**src/rtl/caesar_sequencer_if.sv**
```systemverilog
// Bundle of the digit input, encoder handshake, result output and error-count
// signals of caesar_sequencer; slave is the sequencer, master its environment.
interface caesar_sequencer_if;
  logic       in_valid;
  logic [3:0] in_digit;
  logic       in_accept;
  logic [3:0] enc_din;
  logic       enc_ready;
  logic [4:0] enc_s;
  logic       out_valid;
  logic [4:0] out_code;
  logic       out_err;
  logic       out_take;
  logic       err_clr;
  logic [3:0] err_count;
  logic       busy;

  modport master (
    output in_valid, in_digit, enc_s, out_take, err_clr,
    input  in_accept, enc_din, enc_ready, out_valid, out_code, out_err, err_count, busy
  );

  modport slave (
    input  in_valid, in_digit, enc_s, out_take, err_clr,
    output in_accept, enc_din, enc_ready, out_valid, out_code, out_err, err_count, busy
  );
endinterface

```
**src/rtl/caesar_sequencer.sv**
```systemverilog
// Queues 4-bit digits in a 4-entry FIFO, drives each valid one through an external
// encoder (setup, one-cycle strobe, capture) and holds every result until taken.
module caesar_sequencer (
  input  logic              clk,
  input  logic              reset,
  caesar_sequencer_if.slave bus
);
  typedef enum logic [2:0] {IDLE, SETUP, STROBE, CAPTURE, HOLD} state_e;

  state_e     state_q, state_d;
  logic [3:0] mem_q [4];
  logic [3:0] mem_d [4];
  logic [1:0] wr_ptr_q, wr_ptr_d;
  logic [1:0] rd_ptr_q, rd_ptr_d;
  logic [2:0] count_q, count_d;
  logic [3:0] enc_din_q, enc_din_d;
  logic       enc_ready_q, enc_ready_d;
  logic       out_valid_q, out_valid_d;
  logic [4:0] out_code_q, out_code_d;
  logic       out_err_q, out_err_d;
  logic [3:0] err_count_q, err_count_d;

  logic       in_accept, push, pop, dispatch, err_inc, head_invalid;
  logic [3:0] head;

  assign in_accept    = (count_q < 3'd4);
  assign push         = bus.in_valid & in_accept;
  assign head         = mem_q[rd_ptr_q];
  assign head_invalid = head[3] & (head[2] | head[1]);

  // NOTE: every signal written here gets a default first, so no path leaves one
  // unassigned and no latch is inferred.
  always_comb begin
    state_d     = state_q;
    enc_din_d   = enc_din_q;
    enc_ready_d = 1'b0;
    out_valid_d = out_valid_q;
    out_code_d  = out_code_q;
    out_err_d   = out_err_q;
    pop         = 1'b0;
    dispatch    = 1'b0;
    err_inc     = 1'b0;

    unique case (state_q)
      IDLE:    dispatch = 1'b1;
      SETUP: begin
        enc_ready_d = 1'b1;
        state_d     = STROBE;
      end
      STROBE:  state_d = CAPTURE;
      CAPTURE: begin
        out_code_d  = bus.enc_s;
        out_err_d   = 1'b0;
        out_valid_d = 1'b1;
        state_d     = HOLD;
      end
      HOLD: begin
        if (bus.out_take) begin
          out_valid_d = 1'b0;
          dispatch    = 1'b1;
        end
      end
      default: state_d = IDLE;
    endcase

    // Leaving IDLE or a taken HOLD: start the next head, or short-circuit an
    // invalid digit straight to an error result without touching the encoder.
    if (dispatch) begin
      state_d = IDLE;
      if (count_q != 3'd0) begin
        pop = 1'b1;
        if (head_invalid) begin
          out_code_d  = 5'd0;
          out_err_d   = 1'b1;
          out_valid_d = 1'b1;
          err_inc     = 1'b1;
          state_d     = HOLD;
        end else begin
          enc_din_d = head;
          state_d   = SETUP;
        end
      end
    end
  end

  always_comb begin
    mem_d = mem_q;
    if (push) mem_d[wr_ptr_q] = bus.in_digit;
    wr_ptr_d = wr_ptr_q + {1'b0, push};
    rd_ptr_d = rd_ptr_q + {1'b0, pop};
    count_d  = count_q + {2'b00, push} - {2'b00, pop};

    if (bus.err_clr)                           err_count_d = 4'd0;
    else if (err_inc && err_count_q != 4'hF)   err_count_d = err_count_q + 4'd1;
    else                                       err_count_d = err_count_q;
  end

  // NOTE: sequential state uses non-blocking assignments so every flop samples
  // the pre-edge values regardless of process ordering.
  always_ff @(posedge clk or negedge reset) begin
    if (!reset) begin
      state_q     <= IDLE;
      wr_ptr_q    <= 2'd0;
      rd_ptr_q    <= 2'd0;
      count_q     <= 3'd0;
      enc_din_q   <= 4'd0;
      enc_ready_q <= 1'b0;
      out_valid_q <= 1'b0;
      out_code_q  <= 5'd0;
      out_err_q   <= 1'b0;
      err_count_q <= 4'd0;
    end else begin
      state_q     <= state_d;
      wr_ptr_q    <= wr_ptr_d;
      rd_ptr_q    <= rd_ptr_d;
      count_q     <= count_d;
      enc_din_q   <= enc_din_d;
      enc_ready_q <= enc_ready_d;
      out_valid_q <= out_valid_d;
      out_code_q  <= out_code_d;
      out_err_q   <= out_err_d;
      err_count_q <= err_count_d;
    end
  end

  // NOTE: FIFO storage is deliberately not reset; count and pointers guarantee a
  // stale entry is never read, so clearing it would only cost reset fan-out.
  always_ff @(posedge clk) begin
    mem_q <= mem_d;
  end

  assign bus.in_accept = in_accept;
  assign bus.busy      = (state_q != IDLE) || (count_q != 3'd0);
  assign bus.enc_din   = enc_din_q;
  assign bus.enc_ready = enc_ready_q;
  assign bus.out_valid = out_valid_q;
  assign bus.out_code  = out_code_q;
  assign bus.out_err   = out_err_q;
  assign bus.err_count = err_count_q;
endmodule

```
**src/flat_wrapper.sv**
```systemverilog
// flat-port wrapper written by rule: the top's interface ports become plain ports
module caesar_sequencer_flat 
  (clk, reset, bus_in_valid, bus_in_digit, bus_enc_s, bus_out_take, bus_err_clr, bus_in_accept, bus_enc_din, bus_enc_ready, bus_out_valid, bus_out_code, bus_out_err, bus_err_count, bus_busy);
  caesar_sequencer_if bus_i ();
  input  logic clk;
  input  logic reset;
  input wire logic [$bits(bus_i.in_valid)-1:0] bus_in_valid;
  input wire logic [$bits(bus_i.in_digit)-1:0] bus_in_digit;
  input wire logic [$bits(bus_i.enc_s)-1:0] bus_enc_s;
  input wire logic [$bits(bus_i.out_take)-1:0] bus_out_take;
  input wire logic [$bits(bus_i.err_clr)-1:0] bus_err_clr;
  output wire logic [$bits(bus_i.in_accept)-1:0] bus_in_accept;
  output wire logic [$bits(bus_i.enc_din)-1:0] bus_enc_din;
  output wire logic [$bits(bus_i.enc_ready)-1:0] bus_enc_ready;
  output wire logic [$bits(bus_i.out_valid)-1:0] bus_out_valid;
  output wire logic [$bits(bus_i.out_code)-1:0] bus_out_code;
  output wire logic [$bits(bus_i.out_err)-1:0] bus_out_err;
  output wire logic [$bits(bus_i.err_count)-1:0] bus_err_count;
  output wire logic [$bits(bus_i.busy)-1:0] bus_busy;
  assign bus_i.in_valid = bus_in_valid;
  assign bus_i.in_digit = bus_in_digit;
  assign bus_i.enc_s = bus_enc_s;
  assign bus_i.out_take = bus_out_take;
  assign bus_i.err_clr = bus_err_clr;
  assign bus_in_accept = bus_i.in_accept;
  assign bus_enc_din = bus_i.enc_din;
  assign bus_enc_ready = bus_i.enc_ready;
  assign bus_out_valid = bus_i.out_valid;
  assign bus_out_code = bus_i.out_code;
  assign bus_out_err = bus_i.out_err;
  assign bus_err_count = bus_i.err_count;
  assign bus_busy = bus_i.busy;
  caesar_sequencer u_core (.clk(clk), .reset(reset), .bus(bus_i));
endmodule
```
**config.mk**
```make
export PLATFORM = sky130hd
export DESIGN_NAME = caesar_sequencer_flat
export DESIGN_NICKNAME = d
export VERILOG_FILES = /design/src/rtl/caesar_sequencer_if.sv /design/src/rtl/caesar_sequencer.sv /design/src/flat_wrapper.sv
export SDC_FILE = /design/constraint.sdc
export NUM_CORES = 1
export LEC_CHECK = 0
export BUFFER_PORTS_ARGS = -buffer_cell sky130_fd_sc_hd__buf_2
export CAP_MARGIN = 0
export CORE_MARGIN = 4
export CORE_UTILIZATION = 30
export DETAILED_ROUTE_END_ITERATION = 16
export PLACE_DENSITY = 0.46
export SLEW_MARGIN = 25
export SYNTH_ARGS = -nofsm -noshare
export SYNTH_HDL_FRONTEND = slang
export SYNTH_SLANG_ARGS = --single-unit
```
**constraint.sdc**
```tcl
create_clock -name clk -period 2.4 [get_ports clk]
set_clock_uncertainty 0.05 [all_clocks]
set_input_delay 0.72 -clock clk [delete_from_list [all_inputs] [get_ports clk]]
set_output_delay 0.72 -clock clk [all_outputs]
set_load 0.02 [all_outputs]
```
* Word level (Yosys, flattened, before mapping)
Index checks and enable logic that the tools add are counted. W data, S select, Z words.
Cells by class: magnitude comparators 4, multiplexer cells 33, add/subtract/negate cells 5, equal/unequal tests 6, bitwise operators 6, reductions and logical operators 9
Operator list (number):
- $mux W4 | 5
- $mux W5 | 4
- $bwmux W16 | 1
- $mux W1 | 15
- $pmux W3 S4 | 1
- $mux W3 | 3
- $bmux W4 S2 | 1
- $demux W4 S2 | 1
- $eq A3 B2 Y1 const B | 2
- $ge A3 B3 Y1 const B | 2
- $not A2 Y3 | 2
- $reduce_bool A3 Y1 | 2
- $add A2 B1 Y2 | 2
- $add A4 B1 Y4 const B | 1
- $ne A4 B4 Y1 const B | 1
- $pmux W1 S2 | 2
- $add A3 B1 Y3 | 1
- $eq A3 B1 Y1 const B | 1
- $eq A3 B3 Y1 const B | 1
- $logic_not A3 Y1 | 1
- $lt A3 B1 Y1 const B | 1
- $lt A3 B3 Y1 const B | 1
- $reduce_and A3 Y1 | 1
- $sub A3 B1 Y3 | 1
- 8 further kinds | 10
Storage, ports and cells: output and inout port bits 18, logic and storage cells 77, register bits 42

* Longest topological paths before layout
Gate-level depths: netlist of run 1.
word-level depth 12, mapped depth 11

* Least setup slack after synthesis of run 1
OpenSTA, ideal clock, no wires.
path kind input to register, start input bus_out_take, end register u_core.count_q[2], stages on the path 11, library setup time 0.123 ns, slack -0.246 ns, data required time 2.227 ns, arrival time 2.473 ns, cell sequence nor2b_1 > or4_4 > buf_6 > inv_1 > ha_1 > inv_1 > ha_1 > inv_1 > fa_1 > xnor2_1 > xnor2_1
On the way: cells in the longest elaborated chain, start to end 4
RTL lines:
- start: declaration | RTL line flat_wrapper.sv:10 | input wire logic [$bits(bus_i.out_take)-1:0] bus_out_take;
- $mux W1 | RTL line caesar_sequencer.sv:58 | if (bus.out_take) begin
- $pmux W1 S2 | RTL line caesar_sequencer.sv:44 | unique case (state_q)
- $mux W1 | RTL line caesar_sequencer.sv:68 | if (dispatch) begin
- $sub A3 B1 Y3 | RTL line caesar_sequencer.sv:91 | count_d = count_q + {2'b00, push} - {2'b00, pop};
- via u_core.count_d[2] | RTL line caesar_sequencer.sv:15 | logic [2:0] count_q, count_d;
- end signal: assignment | RTL line caesar_sequencer.sv:116 | count_q <= count_d;
- end: declaration | RTL line caesar_sequencer.sv:15
The timed path passes the listed nets, and every way through them passes these cells. A chain may end at the register's enable or synchronous reset.

* Final worst setup path of run 1
Same ends and word-level chain as after synthesis.

==> results of run 1 <==
## critical path: stages
cell,delay (ns)
buf_2,0.11
nor2b_4,0.04
or4_4,0.44
inv_4,0.08
ha_4,0.19
inv_2,0.06
ha_4,0.12
inv_2,0.03
fa_2,0.32
xnor2_1,0.20
xnor2_1,0.14
## state kept, by name, indices dropped and copies added (netlist names), 2 cells and up
register / cells
u_core.mem_q: 16
u_core.rd_ptr_q: 2
u_core.bus.enc_din: 4
u_core.bus.err_count: 4
u_core.state_q: 3
u_core.count_q: 3
u_core.bus.out_code: 5
u_core.wr_ptr_q: 2
## through the flow
stage | utilization | hold WS (ns)
after floorplan | - | 0.374
after global placement | 0.365 | 0.413
after detailed placement | 0.365 | 0.424
after CTS | 0.384 | 0.390
after global routing | 0.385 | 0.418
final | 0.385 | 0.366
## final timing paths
check	endpoint	depth (start not counted)
max	u_core.count_q[2]$_DFF_PN0_	11
min	u_core.bus.enc_din[2]$_DFFE_PN0P_	1
max reg2reg	u_core.count_q[2]$_DFF_PN0_	9
min reg2reg	u_core.bus.out_err$_DFF_PN0_	1
max in group asynchronous	u_core.bus.out_code[4]$_DFF_PN0_	1
min in group clk	u_core.bus.out_err$_DFF_PN0_	1
## final cells by class
type | count | area (um^2) | area share
sequential | 42 | 1130 | 0.496
timing repair buffer | 40 | 223 | 0.0977
inverter | 8 | 32.5 | 0.0143
multi-input combinational | 84 | 687 | 0.301
clock inverter | 3 | 43.8 | 0.0192
clock buffer | 5 | 68.8 | 0.0302
tap | 75 | 93.8 | 0.0412
## per-layer routing
| metal | track usage | part of all wire |
|---|---|---|
| met5 | 0 | 0 |
| met2 | 0.164 | 0.48 |
| met1 | 0.129 | 0.45 |
| met4 | 0.0388 | 0.016 |
| met3 | 0.0336 | 0.052 |
## cell families after synthesis
group           count (synthesis)  share of synthesized area
simple gates                   49                      0.150
flops                          42                      0.617
compound gates                 17                     0.0690
buf+inv                        11                     0.0266
mux                             8                     0.0731
fa+ha+maj                       6                     0.0451
xor+xnor                        4                     0.0191
## timing repair
action | in CTS | in global routing
hold endpoints to repair | 0 | 0
setup buffers | 0 | 1
resized for setup | 0 | 0
endpoints found under the setup margin | 0 | 1
## where the power goes
part,switching (mW),internal [mW],total [mW]
Sequential,0.168,0.988,1.16
Clock,0.244,0.312,0.556
Combinational,0.738,0.602,1.34
Total,1.15,1.90,3.05
## synth_stat cells
master,count,share of area
o21ai_4,1,0.0089
o22ai_1,1,0.0034
nor2b_1,5,0.017
buf_6,1,0.0061
nand2_1,11,0.023
mux4_2,4,0.049
mux2_2,1,0.0061
o31a_1,1,0.0048
and2b_1,1,0.0041
nor2_1,12,0.025
or4_4,1,0.0061
nor3b_2,1,0.0068
a2bb2oi_1,2,0.0096
a311oi_2,1,0.0082
clkbuf_1,2,0.0041
a221o_1,1,0.0055
nor2_2,1,0.0034
ha_1,5,0.034
nand2b_1,4,0.014
inv_1,8,0.016
mux2_1,2,0.012
edfxtp_1,16,0.26
xor2_1,2,0.0096
xnor2_1,2,0.0096
nor3_1,1,0.0027
fa_1,1,0.011
dfrtp_1,26,0.36
a21oi_1,8,0.022
nand4_1,1,0.0034
and3_1,1,0.0034
nand3_1,6,0.016
nand3b_1,2,0.0082
a21o_1,1,0.0041
o21ai_0,1,0.0027
nor4b_4,1,0.013
mux2i_1,1,0.0055
nor3b_1,1,0.0041
## placed cells by master (no fill, tap or decap), types with 3 or more instances in the layout
master	count
buf_2	31
dfrtp_1	26
edfxtp_1	16
nor2_1	12
nand2_1	11
buf_4	9
a21oi_1	8
nand3_1	6
inv_1	5
clkbuf_8	5
nor2b_1	4
mux4_2	4
nand2b_1	4
ha_1	3
==> results.yml, run 1 <==
outcome:
  status: "finished clean"
final_layout:
  final_cells: 257
  antenna_cells: 0
  fin_nets: 201
  fillers: 572
  layout-drive-gt1-share: 0.363
  final_area_um2: 2280
  syn_to_final_growth_pct: 24.5
floorplan:
  die_x_um: 86.1
  dieArea_um2: 7420
  core-area_um2: 5920
  start_util: 0.309
  die_h_um: 86.1
  rows: 28
  num_io_pins: 32
detailed_routing:
  dr.pass1.iters: 3
  vias_per_cell: 4.56
  vias: 1173
  routedWlPerCell_um: 13.2
  drcViolationCount: 0
  ant_nets: 0
  wl_um: 3400
  first_iter_violations: 24
setup_path:
  crit_start: "bus_out_take"
  cp.required_ns: 2.56
  reg2reg_from: "u_core.state_q[0]$_DFFE_PN0P_"
  ff2ff_setup_slack_ns: 0.14
  cp-start-kind: "primary input"
  crit_type: "primary input to flip-flop"
  worstPathArrival_ns: 2.46
  cp-end-kind: "flip-flop"
  cp_max_fo: 2
synthesis:
  synth_seq_area_share: 0.617
  synthCells: 137
  synth_cell_type_count: 37
  synth_seq_cells: 42
  yosysWarnings: 0
  syn_area_per_cell_um2: 13.4
  syn_nets: 157
  netlist_area_um2: 1830
cts:
  clkSinkCount: 42
  cts.path.max_buffers: 2
  cts_root_buffer: "clkbuf_8"
  cts_made_buffers: 5
  clk_pin_slew_ns: 0.09
  cts_tree: "done"
  cts_hold_buf: 0
  worstSkewPairLatency_ns: 0.30
  htree_levels: 2
timing:
  fin_crit_sh: 0.959
  rsz0062_at_grt: "false"
  tightest_slew_ns: 0.594
  hold_viol_final: 0
  fmax_mhz: 435
  relSlewSlack: 0.604
  setup_slack_ns: 0.0995
  drv_slew: 0
  setup_viol: 0
  setup_tns_ns: 0
  period_needed_ns: 2.30
power_and_ir_drop:
  p_per_area_nw_per_um2: 1340
  power_mw: 3.05
  ir_drop_uv: 462
  power_leakage_nw: 0.978
place:
  place_area_um2: 2160
  io_buffers: 31
  dp_hpwl_um: 2570
  dp.cells: 248
  place_ws_ns: -0.227
  place_congestion: 0.715
grt:
  grt_pass1_vias: 1205
  grt.total_usage: 0.103
  grt_pass1_wl_um: 5950
  overflow: 0
  antenna_found_initial: 0
  grt_max_degree: 27
job:
  cap_violations: 0
hold_path:
  hp-class: "primary input to async pin"
Note: power is estimated with default switching activity, not from simulation.
==> run 2: changes to the inputs <==
- RECOVER_POWER: default -> 25
==> run 2 against run 1 <==
Sequential power about the same. Non-clock buffer count unchanged. Sequential share of layout area increased by 0.14 points. Largest power group unchanged. Cell count unchanged. Fmax about the same. Design area decreased by 0.27%. Clock-buffer cell count unchanged. First-iteration DRC count increased by 8.3%.
==> results.yml, run 2 (synthesis results as in run 1) <==
outcome:
  status: "finished clean"
place:
  place_congestion: 0.715
  dp.cells: 248
  io_buffers: 31
  dp_hpwl_um: 2570
final_layout:
  top_register: "u_core.mem_q"
  mostFrequentLayoutCells: "26 x buf_2, 26 x dfrtp_1, 16 x edfxtp_1"
  fin_nets: 201
  syn_to_final_growth_pct: 24.1
  fillers: 575
  ff_latch_area_um2: 1130
  layout-drive-gt1-share: 0.335
  final_cells: 257
  antenna_cells: 0
  multi_input_area_um2: 687
  fin_util: 0.384
  largest_register_ffs: 16
grt:
  grt_max_degree: 27
  grt_pass1_wl_um: 5950
  grt_pass1_vias: 1205
  antenna_found_initial: 0
  grt.total_usage: 0.103
  overflow: 0
detailed_routing:
  wl_met1_um: 1530
  route.top_layer_used: "met4"
  dr.pass1.iters: 3
  dr_wl_met3_um: 178
  vias: 1171
  wl_met2_um: 1660
  drcViolationCount: 0
  wl_um: 3400
  first_iter_violations: 26
  vias_per_cell: 4.56
  routedWlPerCell_um: 13.2
  ant_nets: 0
cts:
  cts_root_buffer: "clkbuf_8"
  cts_tree: "done"
  cts_made_buffers: 5
  worstSkewPairLatency_ns: 0.30
  cts.path.max_buffers: 2
  clk_pin_slew_ns: 0.08
  htree_levels: 2
  clkSinkCount: 42
  ctsResizeCount: 0
floorplan:
  num_io_pins: 32
  core-area_um2: 5920
  die_h_um: 86.1
  start_util: 0.309
  die_x_um: 86.1
  rows: 28
  dieArea_um2: 7420
timing:
  fmax_mhz: 435
  period_needed_ns: 2.30
  setup_tns_ns: 0
  hold_viol_final: 0
  setup_viol: 0
  relSlewSlack: 0.0526
  tightest_slew_ns: 1.42
  holdWs_ns: 0.445
  fin_crit_sh: 0.959
  drv_slew: 0
  rsz0062_at_grt: "false"
setup_path:
  worstPathArrival_ns: 2.46
  cp-start-kind: "primary input"
  critPathMaxStageDelay_ns: 0.44
  crit_type: "primary input to flip-flop"
  r2r_end: "u_core.count_q[2]$_DFF_PN0_"
  cp-end-kind: "flip-flop"
  cp.required_ns: 2.56
  reg2reg_from: "u_core.state_q[0]$_DFFE_PN0P_"
  ff2ff_setup_slack_ns: 0.14
  worst_r2r_path_depth: 9
  cp_max_fo: 2
  crit_path_cell_trace: "buf_2 > nor2b_4 > or4_4 > inv_4 > ha_4 > inv_2 > ha_4 > inv_2 > fa_2 > xnor2_1 > xnor2_1"
  critPathSlowestCell: "or4_4"
power_and_ir_drop:
  power_leakage_nw: 0.964
  p_per_area_nw_per_um2: 1340
  power_mw: 3.05
  ir_drop_uv: 462
hold_path:
  whs_path_depth: 1
  hp-class: "flip-flop to flip-flop"
  worstHoldStart: "u_core.bus.out_err$_DFF_PN0_"
  hold_path_end: "u_core.bus.out_err$_DFF_PN0_"
job:
  cap_violations: 0
==> run 2: changes by cell type in the layout (fill, tap and decap cells not counted) <==
cell	before	now
buf_2	31	26
clkbuf_1	0	5
==> run 2: stage by stage <==
| stage | cell area, um^2 | setup WS, ns |
|---|---|---|
| finish | 2270 | 0.0990 |
| floorplan | 1870 | -0.116 |
| detailed placement | 2160 | -0.227 |
| global route | 2270 | 0.0133 |
| CTS | 2270 | 0.0612 |
| global placement | 2160 | -0.160 |
==> run 2: layout make-up <==
class                   instances  area share
clock buffers                   5      0.0303
inverters                       8      0.0143
well taps                      75      0.0413
repair buffers                 40      0.0952
clock inverters                 3      0.0193
multi-input cells              84       0.302
flip-flops and latches         42       0.498
==> run 2: worst max path at each step <==
| stage | from | endpoint | slack, ns | cells past startpoint |
|---|---|---|---|---|
| after floorplan | bus_out_take | u_core.count_q[2]$_DFF_PN0_ | -0.12 | 11 |
| after global placement | bus_out_take | u_core.count_q[2]$_DFF_PN0_ | -0.16 | 11 |
| after detailed placement | bus_out_take | u_core.count_q[2]$_DFF_PN0_ | -0.23 | 11 |
| after CTS | u_core.count_q[2]$_DFF_PN0_ | u_core.count_q[2]$_DFF_PN0_ | 0.06 | 10 |
| after global routing | bus_out_take | u_core.count_q[2]$_DFF_PN0_ | 0.01 | 11 |
| final | bus_out_take | u_core.count_q[2]$_DFF_PN0_ | 0.1 | 11 |
==> run 2: report_power, final <==
group / internal, mW / switching, mW / leakage [nW]
clock: 0.312 / 0.244 / 0.0585
combinational: 0.600 / 0.739 / 0.436
sequential: 0.988 / 0.168 / 0.469
total: 1.90 / 1.15 / 0.964
==> run 2: critical path: cells and delay by family <==
kind	cells	cell delay, ns
adder cells (fa/ha/maj)	3	0.63
AND/OR/NAND/NOR	2	0.48
XOR/XNOR	2	0.34
buffers and inverters	4	0.28
==> run 2: repair_timing <==
item | in CTS | in global routing
hold buffers | 0 | 0
setup endpoints to repair | 0 | 1
setup buffers | 0 | 1
==> run 2: per-layer routing <==
| metal | track usage | vias to the layer above |
|---|---|---|
| met5 | 0 | - |
| met4 | 0.0388 | 0 |
| met3 | 0.0336 | 5 |
| met2 | 0.164 | 20 |
| met1 | 0.129 | 576 |
| li1 | - | 570 |
==> run 3: changes to the inputs <==
- MAX_ROUTING_LAYER: default -> met4
==> run 3 against run 2 <==
Critical path depth stayed put. Clock-buffer cell count stayed put. Global-route usage is 0.35 points higher. Via count is 0.51% higher. Cell count stayed put. Largest power group unchanged. Sequential power hardly changed. Critical endpoint unchanged. Register-to-register slack hardly changed. Combinational power hardly changed. Power hardly changed. Setup slack hardly changed. First-iteration DRC count is 12% higher.
==> results.yml, run 3 (synthesis results as in run 1) <==
final_layout:
  top_register: "u_core.mem_q"
  syn_to_final_growth_pct: 24.1
  mostFrequentLayoutCells: "26 x buf_2, 26 x dfrtp_1, 16 x edfxtp_1"
  layout-drive-gt1-share: 0.335
  largest_register_ffs: 16
  fin_nets: 201
  final_cells: 257
  antenna_cells: 0
cts:
  ctsResizeCount: 0
  cts_root_buffer: "clkbuf_8"
  cts_made_buffers: 5
  cts_tree: "done"
  cts.path.max_buffers: 2
  htree_levels: 2
  worstSkewPairLatency_ns: 0.30
  clkSinkCount: 42
  cts_hold_buf: 0
  clk_pin_slew_ns: 0.08
detailed_routing:
  wl_um: 3400
  vias_per_cell: 4.58
  ant_nets: 0
  drcViolationCount: 0
  routedWlPerCell_um: 13.2
  first_iter_violations: 29
  vias: 1177
  dr.pass1.iters: 3
timing:
  setup_tns_ns: 0
  tightest_slew_ns: 1.43
  hold_viol_final: 0
  fmax_mhz: 435
  rsz0062_at_grt: "false"
  relSlewSlack: 0.0477
  drv_slew: 0
  period_needed_ns: 2.30
  setup_viol: 0
  fin_crit_sh: 0.959
floorplan:
  die_x_um: 86.1
  rows: 28
  die_h_um: 86.1
  core-area_um2: 5920
  num_io_pins: 32
  dieArea_um2: 7420
  start_util: 0.309
outcome:
  status: "finished clean"
job:
  cap_violations: 0
grt:
  antenna_found_initial: 0
  grt.total_usage: 0.106
  grt_max_degree: 27
  grt_pass1_vias: 1201
  overflow: 0
  grt_pass1_wl_um: 5980
setup_path:
  cp-start-kind: "primary input"
  worstPathArrival_ns: 2.46
  cp.required_ns: 2.56
  cp_max_fo: 2
  crit_type: "primary input to flip-flop"
  cp-end-kind: "flip-flop"
power_and_ir_drop:
  power_leakage_nw: 0.964
  ir_drop_uv: 462
  p_per_area_nw_per_um2: 1340
hold_path:
  hp-class: "flip-flop to flip-flop"
place:
  io_buffers: 31
  dp_hpwl_um: 2570
  dp.cells: 248
  place_congestion: 0.723
-- run 3: worst paths after layout --
path	from	end	slack, ns	depth (start not counted)
min in group asynchronous	reset	u_core.bus.enc_din[1]$_DFFE_PN0P_	0.69	1
worst max-delay path	bus_out_take	u_core.count_q[2]$_DFF_PN0_	0.1	11
max in group asynchronous	reset	u_core.count_q[1]$_DFF_PN0_	0.76	1
worst min-delay path	u_core.bus.out_err$_DFF_PN0_	u_core.bus.out_err$_DFF_PN0_	0.45	1
worst max register to register	u_core.state_q[0]$_DFFE_PN0P_	u_core.count_q[2]$_DFF_PN0_	0.14	9
worst min register to register	u_core.bus.out_err$_DFF_PN0_	u_core.bus.out_err$_DFF_PN0_	0.45	1
-- run 3: final cells by class --
type / instances / area [um^2]
Fill cell: 575 / 3650
Sequential cell: 42 / 1130
Multi-Input combinational cell: 84 / 687
Timing Repair Buffer: 40 / 216
Tap cell: 75 / 93.8
Clock buffer: 5 / 68.8
Clock inverter: 3 / 43.8
Inverter: 8 / 32.5
-- run 3: critical path, stage by stage --
cell,delay (ns)
buf_2,0.11
nor2b_4,0.04
or4_4,0.44
inv_4,0.08
ha_4,0.19
inv_2,0.06
ha_4,0.12
inv_2,0.03
fa_2,0.32
xnor2_1,0.20
xnor2_1,0.14
-- run 3: metal layers --
metal / up-vias / GRT usage / part of all wire
met5: - / - / 0
li1: 569 / - / -
met2: 20 / 0.162 / 0.49
met3: 5 / 0.0336 / 0.052
met1: 583 / 0.132 / 0.45
met4: 0 / 0.0388 / 0.011
-- run 3: per-stage QoR --
stage / hold WS (ns) / setup slack [ns] / utilization / area, um^2 / total power [mW]
finish: 0.449 / 0.0988 / 0.384 / 2270 / 3.05
global route: 0.483 / 0.0132 / 0.384 / 2270 / 3.31
CTS: 0.390 / 0.0612 / 0.384 / 2270 / 3.10
detailed placement: 0.424 / -0.227 / 0.365 / 2160 / 2.53
global placement: 0.413 / -0.160 / 0.365 / 2160 / 2.47
floorplan: 0.374 / -0.116 / - / 1870 / 2.12
-- run 3: report_power, final --
| group | total (mW) | leakage [nW] | internal (mW) | switching (mW) |
|---|---|---|---|---|
| clock network | 0.555 | 0.0585 | 0.312 | 0.244 |
| registers | 1.16 | 0.469 | 0.988 | 0.168 |
| logic | 1.34 | 0.436 | 0.601 | 0.739 |
-- run 3: timing repair --
action | 4_1_cts | 5_1_grt
buffers inserted | 0 | 1
setup endpoints to repair | 0 | 1
hold endpoints to repair | 0 | 0
